--- config.mk ---
export PLATFORM = sky130hd
export DESIGN_NAME = check
export DESIGN_NICKNAME = d
export VERILOG_FILES = /design/src/rtl/check.sv
export SDC_FILE = /design/constraint.sdc
export NUM_CORES = 1
export LEC_CHECK = 0
export BUFFER_PORTS_ARGS = -buffer_cell sky130_fd_sc_hd__buf_2
export CAP_MARGIN = 30
export CELL_PAD_IN_SITES_DETAIL_PLACEMENT = 1
export CELL_PAD_IN_SITES_GLOBAL_PLACEMENT = 2
export CORE_ASPECT_RATIO = 2
export CORE_MARGIN = 1.5
export CORE_UTILIZATION = 29
export DETAILED_ROUTE_END_ITERATION = 16
export HOLD_SLACK_MARGIN = 0.06
export PLACE_DENSITY_LB_ADDON = 0.1
export SYNTH_ARGS = -nofsm -noshare
export SYNTH_HDL_FRONTEND = slang
export SYNTH_SLANG_ARGS = --single-unit
--- constraint.sdc ---
create_clock -name clk -period 2.7 [get_ports clk]
set_input_delay 0 -clock clk [delete_from_list [all_inputs] [get_ports clk]]
set_output_delay 0 -clock clk [all_outputs]
set_load 0.02 [all_outputs]
--- src/rtl/check.sv ---
// Program-entry and RAW-hazard front end for the 8-bit HDU-RISC pipeline:
// button-captured instruction memory plus a NOP-inserting issue scheduler.
module check (
    input  logic         clk,
    input  logic         rst,
    input  logic [7:0]   input_val,
    input  logic         but_inp,
    output logic [63:0]  instrMemBits,
    output logic [103:0] hazardMemBits
);

    localparam int unsigned NUM_ENTRIES = 8;
    localparam int unsigned NUM_SLOTS   = 13;

    typedef enum logic [1:0] {
        IDLE,
        CLEAR,
        SCAN
    } state_t;

    logic       sync1_q, sync1_d;
    logic       sync2_q, sync2_d;
    logic       prev_q, prev_d;
    logic [7:0] entry_q [NUM_ENTRIES];
    logic [7:0] entry_d [NUM_ENTRIES];
    logic [3:0] wp_q, wp_d;
    state_t     state_q, state_d;
    logic [7:0] slot_q [NUM_SLOTS];
    logic [7:0] slot_d [NUM_SLOTS];
    logic [3:0] slot_ptr_q, slot_ptr_d;
    logic [3:0] idx_q, idx_d;
    logic [2:0] last1_q, last1_d;
    logic [2:0] last2_q, last2_d;
    logic [7:0] cur;
    logic       capture;

    // Destination encoded as {valid, reg}; r0 and STORE never produce a result.
    function automatic logic [2:0] dest_of(input logic [7:0] ins);
        logic [2:0] d;
        d = 3'b000;
        if (ins[7:6] != 2'b10 && ins[5:4] != 2'b00) begin
            d = {1'b1, ins[5:4]};
        end
        return d;
    endfunction

    function automatic logic reads_reg(input logic [7:0] ins, input logic [2:0] dst);
        logic hit;
        hit = 1'b0;
        if (dst[2]) begin
            hit = (ins[3:2] == dst[1:0]);
            if (!ins[7]) begin
                hit = hit | (ins[1:0] == dst[1:0]);
            end
            if (ins[7:6] == 2'b10) begin
                hit = hit | (ins[5:4] == dst[1:0]);
            end
        end
        return hit;
    endfunction

    always_comb begin
        sync1_d    = but_inp;
        sync2_d    = sync1_q;
        prev_d     = sync2_q;
        entry_d    = entry_q;
        wp_d       = wp_q;
        state_d    = state_q;
        slot_d     = slot_q;
        slot_ptr_d = slot_ptr_q;
        idx_d      = idx_q;
        last1_d    = last1_q;
        last2_d    = last2_q;
        cur        = entry_q[idx_q[2:0]];
        capture    = (sync2_q != prev_q) && (wp_q != 4'd8);

        case (state_q)
            IDLE: begin
                state_d = IDLE;
            end
            CLEAR: begin
                for (int k = 0; k < NUM_SLOTS; k++) begin
                    slot_d[k] = 8'h00;
                end
                slot_ptr_d = 4'd0;
                idx_d      = 4'd0;
                last1_d    = 3'b000;
                last2_d    = 3'b000;
                state_d    = SCAN;
            end
            SCAN: begin
                if (idx_q == wp_q || slot_ptr_q == 4'd13) begin
                    state_d = IDLE;
                end else begin
                    // A hazard against either of the last two slots costs one bubble per cycle.
                    if (reads_reg(cur, last1_q) || reads_reg(cur, last2_q)) begin
                        slot_d[slot_ptr_q] = 8'h00;
                        last1_d            = 3'b000;
                    end else begin
                        slot_d[slot_ptr_q] = cur;
                        last1_d            = dest_of(cur);
                        idx_d              = idx_q + 4'd1;
                    end
                    last2_d    = last1_q;
                    slot_ptr_d = slot_ptr_q + 4'd1;
                end
            end
            default: begin
                state_d = IDLE;
            end
        endcase

        if (capture) begin
            entry_d[wp_q[2:0]] = input_val;
            wp_d               = wp_q + 4'd1;
            state_d            = CLEAR;
        end
    end

    always_ff @(posedge clk) begin
        if (rst) begin
            sync1_q    <= 1'b1;
            sync2_q    <= 1'b1;
            prev_q     <= 1'b1;
            wp_q       <= 4'd0;
            state_q    <= IDLE;
            slot_ptr_q <= 4'd0;
            idx_q      <= 4'd0;
            last1_q    <= 3'b000;
            last2_q    <= 3'b000;
            for (int i = 0; i < NUM_ENTRIES; i++) begin
                entry_q[i] <= 8'h00;
            end
            for (int k = 0; k < NUM_SLOTS; k++) begin
                slot_q[k] <= 8'h00;
            end
        end else begin
            sync1_q    <= sync1_d;
            sync2_q    <= sync2_d;
            prev_q     <= prev_d;
            wp_q       <= wp_d;
            state_q    <= state_d;
            slot_ptr_q <= slot_ptr_d;
            idx_q      <= idx_d;
            last1_q    <= last1_d;
            last2_q    <= last2_d;
            for (int i = 0; i < NUM_ENTRIES; i++) begin
                entry_q[i] <= entry_d[i];
            end
            for (int k = 0; k < NUM_SLOTS; k++) begin
                slot_q[k] <= slot_d[k];
            end
        end
    end

    always_comb begin
        instrMemBits  = '0;
        hazardMemBits = '0;
        for (int i = 0; i < NUM_ENTRIES; i++) begin
            instrMemBits[8*i +: 8] = entry_q[i];
        end
        for (int k = 0; k < NUM_SLOTS; k++) begin
            hazardMemBits[8*k +: 8] = slot_q[k];
        end
    end

endmodule

==> impl_results.rst <==
.. list-table::
   :header-rows: 1

   * - Metric
     - Value
   * - Post-route total power
     - 5.80 mW
   * - Avg WL per Cell
     - 19.3 um
   * - Initial DRC Count
     - 259
   * - Arrival time of data at the critical path endpoint
     - 3.03 ns
   * - Instance count after placement with tap cells included
     - ~1.3k
   * - Cell variety after synth
     - 43
   * - Overall track demand over capacity in global routing
     - 0.203
   * - Actual transition at the worst max-transition pin
     - 0.677 ns
   * - Placeable Area
     - 25700 um2
   * - Final worst clock skew
     - 0.00860 ns
   * - Peak clock frequency supported by timing
     - 0.379 GHz
   * - Worst path top cell family by delay
     - multiplexers
   * - Minimum clock period after layout
     - 2.64 ns
   * - Highest fanout seen on the critical path
     - 13
   * - Unrepaired setup endpoints after global routing
     - true
   * - Clk pin slew, worst setup/hold paths
     - 0.07 ns
   * - Net count of the finished layout
     - 1073
   * - Antenna violations before repair
     - 0
   * - Largest net degree at the start of global routing
     - 37
   * - Gate Count Post-Synth
     - 819
   * - Delay of the slowest cell on the worst path
     - 0.50 ns
   * - Antenna diode count
     - 0
   * - Total I/O pin count
     - 179
   * - Final routed DRC violation total
     - 0
   * - Worst VDD drop
     - between 0.0003 and 0.0004 V
   * - Worst-Skew Late Latency
     - 0.46 ns
   * - DIE WIDTH
     - 117 um
   * - CTS sink cnt
     - 191
   * - Standard cell with the maximum stage delay on the critical path
     - sky130_fd_sc_hd__mux4_2
   * - H-Tree Depth
     - 4
   * - Count of non-filler cells in the finished layout
     - 1408
   * - Cell type contributing the most total cell area after synthesis
     - sky130_fd_sc_hd__dfxtp_1
   * - First-pass GRT wire length
     - 40500 um
   * - Capture endpoint of the worst hold path
     - sync1_q$_SDFF_PP1_
   * - Routed WL
     - between 20000 and 30000 um
   * - Drt via density
     - 4.72
   * - Initial Utilization
     - 0.295
   * - CP Data Required Time
     - ~3.1 ns
   * - Most common flop cell mapped by yosys
     - sky130_fd_sc_hd__dfxtp_1
   * - Fraction of layout cells with a size suffix above 1
     - 0.310
   * - Max-Cap Viols
     - 0
   * - Final design instance area without fill
     - between 10000 and 15000 um2
   * - Clk Tree Root Cell
     - sky130_fd_sc_hd__clkbuf_16
   * - Cells along the critical path
     - buf_12 -> mux4_2 -> mux2_4 -> xor2_4 -> o21ai_4 -> nor3_4 -> buf_6 -> nand3_4 -> clkbuf_16 -> o21ai_0
   * - Share of Yosys cell area claimed by the top area cell type
     - 0.505
   * - Fraction of registers with async set or reset after synthesis
     - 0
   * - Buffer and inverter count on the worst path
     - 3
   * - Number of global-route vias before repair
     - 6949
   * - Top post-synthesis cells by area
     - sky130_fd_sc_hd__dfxtp_1 50%, sky130_fd_sc_hd__mux2i_1 9.4%, sky130_fd_sc_hd__o21ai_0 7.2%
   * - Status
     - completed
   * - Final period util
     - 0.978
   * - Power density normalized to cell area
     - 564 nW/um2
   * - Final weighted congestion in routability-driven placement
     - 0.806
   * - Count of pins over their slew limit
     - 0
   * - Full die area
     - 27100 um2
   * - HPWL after DPL
     - 19800 um
   * - Leakage
     - roughly 4.6 nW
   * - Clock tree from TritonCTS
     - done
   * - Worst slew margin relative to its limit
     - 0.548
   * - Hold wc startpoint
     - but_inp
   * - Post-synthesis sequential area ratio
     - 0.505
   * - Category of the most critical setup path
     - reg2reg
   * - End of the worst register-to-register path
     - hazardMemBits[100]$_SDFFE_PP0P_
   * - Count of antenna-violating nets left after detailed routing
     - 0
   * - Worst hold path type
     - in2reg
   * - Count of buffers from port buffering
     - 178
   * - Total negative setup slack
     - 0 ns
   * - Detailed-route via count
     - 6642
   * - Floorplan die height
     - 232 um
   * - Min-Delay Path Depth
     - 3
   * - Buffer depth of the longest clock path
     - 2
   * - Worst Setup End Kind
     - flip-flop
   * - Post-Synthesis Net Count
     - about 840
   * - Global route total overflow
     - 0
   * - Post-synth EDFFs
     - 0
   * - Netlist area before placement
     - 7570 um2
   * - Final setup violating endpoints
     - 0
   * - Area after DPL
     - 9220 um2
   * - TritonCTS buffer count
     - 17
   * - Final count of hold timing violations
     - 0
   * - First drt pass iteration count
     - 4
   * - FF+latch count, synth
     - 191
   * - FF-to-FF setup slack
     - 0.06 ns
   * - Launch point of the worst reg-to-reg path
     - idx_q[1]$_SDFFE_PP0P_
   * - Num rows
     - 83
   * - CP startpoint kind
     - flip-flop
   * - Syn Area/Cell
     - slightly above 9 um2
   * - Number of warnings printed during yosys synthesis
     - 0
   * - Layout Utilization
     - 0.400
   * - Most frequent cells after synthesis
     - 191 x sky130_fd_sc_hd__dfxtp_1, 140 x sky130_fd_sc_hd__nand2_1, 109 x sky130_fd_sc_hd__o21ai_0, 105 x sky130_fd_sc_hd__nor2_1, 71 x sky130_fd_sc_hd__mux2i_1
   * - Growth of design area from synthesis to finish
     - 35.7%
   * - Worst reg2reg path depth
     - 10
   * - Most numerous cell in the Yosys netlist
     - sky130_fd_sc_hd__dfxtp_1
[layer usage]
| layer | share of wire | global-route usage |
|---|---|---|
| met1 | 0.35 | 0.198 |
| met4 | 0.021 | 0.0689 |
| met2 | 0.60 | 0.408 |
| met3 | 0.031 | 0.0377 |
| met5 | 0 | 0 |
[registers in the layout, indices dropped and copies added, names as in the netlist]
signal and count:
last1_q 3, slot_ptr_q 4, state_q 2, prev_q 1, hazardMemBits 104, wp_q 4, sync1_q 1, instrMemBits 64
prev_d 1, last2_q 3, idx_q 4
[worst register-to-register path, delay by kind of cell, from the launching register on]
kind,cells,cell delay [ns]
AND/OR/NAND/NOR,2,0.37
buffers and inverters,3,0.55
multiplexers,2,0.84
AO/OA/AOI/OAI,2,0.26
flip-flops,1,0.38
XOR/XNOR,1,0.18
[area by class of cell]
class	count	area, um2
Sequential cell	191	3830
Clock buffer	20	437
Timing Repair Buffer	264	1790
Clock inverter	12	159
Inverter	5	18.8
Tap cell	340	425
Fill cell	2998	15400
Multi-Input combinational cell	576	3610
[per-stage QoR]
| stage | setup WS, ns | hold WS [ns] |
|---|---|---|
| 3_3_place_gp | -0.263 | 0.191 |
| 6_report | 0.0583 | 0.267 |
| 3_5_place_dp | -0.347 | 0.193 |
| 5_1_grt | -0.0779 | 0.289 |
| 4_1_cts | 0.00495 | 0.251 |
| 2_1_floorplan | 0.0570 | 0.104 |
[power by group]
group          switching (mW)  internal, mW
Combinational           0.198         0.125
Sequential             0.0127          2.83
Clock                    1.17          1.47
Total                    1.38          4.42
[kinds of logic (layout without fill, tap and decap cells)]
logic type / Yosys count / in the layout / synth area share
AO/OA/AOI/OAI: 142 / 142 / 0.0970
XOR/XNOR: 19 / 19 / 0.0220
multiplexers: 92 / 92 / 0.150
flip-flops: 191 / 191 / 0.505
buffers and inverters: 52 / 301 / 0.0327
AND/OR/NAND/NOR: 316 / 316 / 0.182
adder cells (fa/ha/maj): 7 / 7 / 0.0116
[cell usage in the layout (no fill, tap or decap), drive strengths merged]
cell type	n
or3	3
a22o	1
ha	7
nor2b	9
nand4	5
nand2b	8
xor2	16
a21boi	1
nor4b	1
a21oi	21
or2	3
and3	1
bufinv	3
nor2	105
and2	3
dfxtp	191
buf	251
a311oi	1
mux2	5
nor3	6
mux4	16
clkbuf	23
a31o	2
mux2i	71
a32o	1
o22ai	1
inv	7
nor4	1
o21ai	114
nand2	140
dlygate4sd3	10
xnor2	3
clkinvlp	1
clkinv	6
nand3b	8
nand3	23
[repair_timing]
item / CTS / global route
gates resized for setup: 16 / 50
endpoints found under the hold margin: 67 / 0
setup buffers: 13 / 3
hold buffers: 10 / 0
setup endpoints to repair: 111 / 109
pin swaps: 5 / 6
gates cloned: 1 / 3
[worst max-delay path by stage]
| stage | start | endpoint | slack (ns) | cells past startpoint |
|---|---|---|---|---|
| 2_1_floorplan | idx_q[1]$_SDFFE_PP0P_ | idx_q[2]$_SDFFE_PP0P_ | 0.06 | 9 |
| 3_3_place_gp | idx_q[1]$_SDFFE_PP0P_ | idx_q[2]$_SDFFE_PP0P_ | -0.26 | 8 |
| 3_5_place_dp | idx_q[1]$_SDFFE_PP0P_ | idx_q[2]$_SDFFE_PP0P_ | -0.35 | 8 |
| 4_1_cts | idx_q[0]$_SDFFE_PP0P_ | idx_q[2]$_SDFFE_PP0P_ | 0.005 | 12 |
| 5_1_grt | idx_q[0]$_SDFFE_PP0P_ | hazardMemBits[20]$_SDFFE_PP0P_ | -0.08 | 12 |
| 6_report | idx_q[1]$_SDFFE_PP0P_ | hazardMemBits[100]$_SDFFE_PP0P_ | 0.06 | 10 |
(Power assumes the default switching activity.)
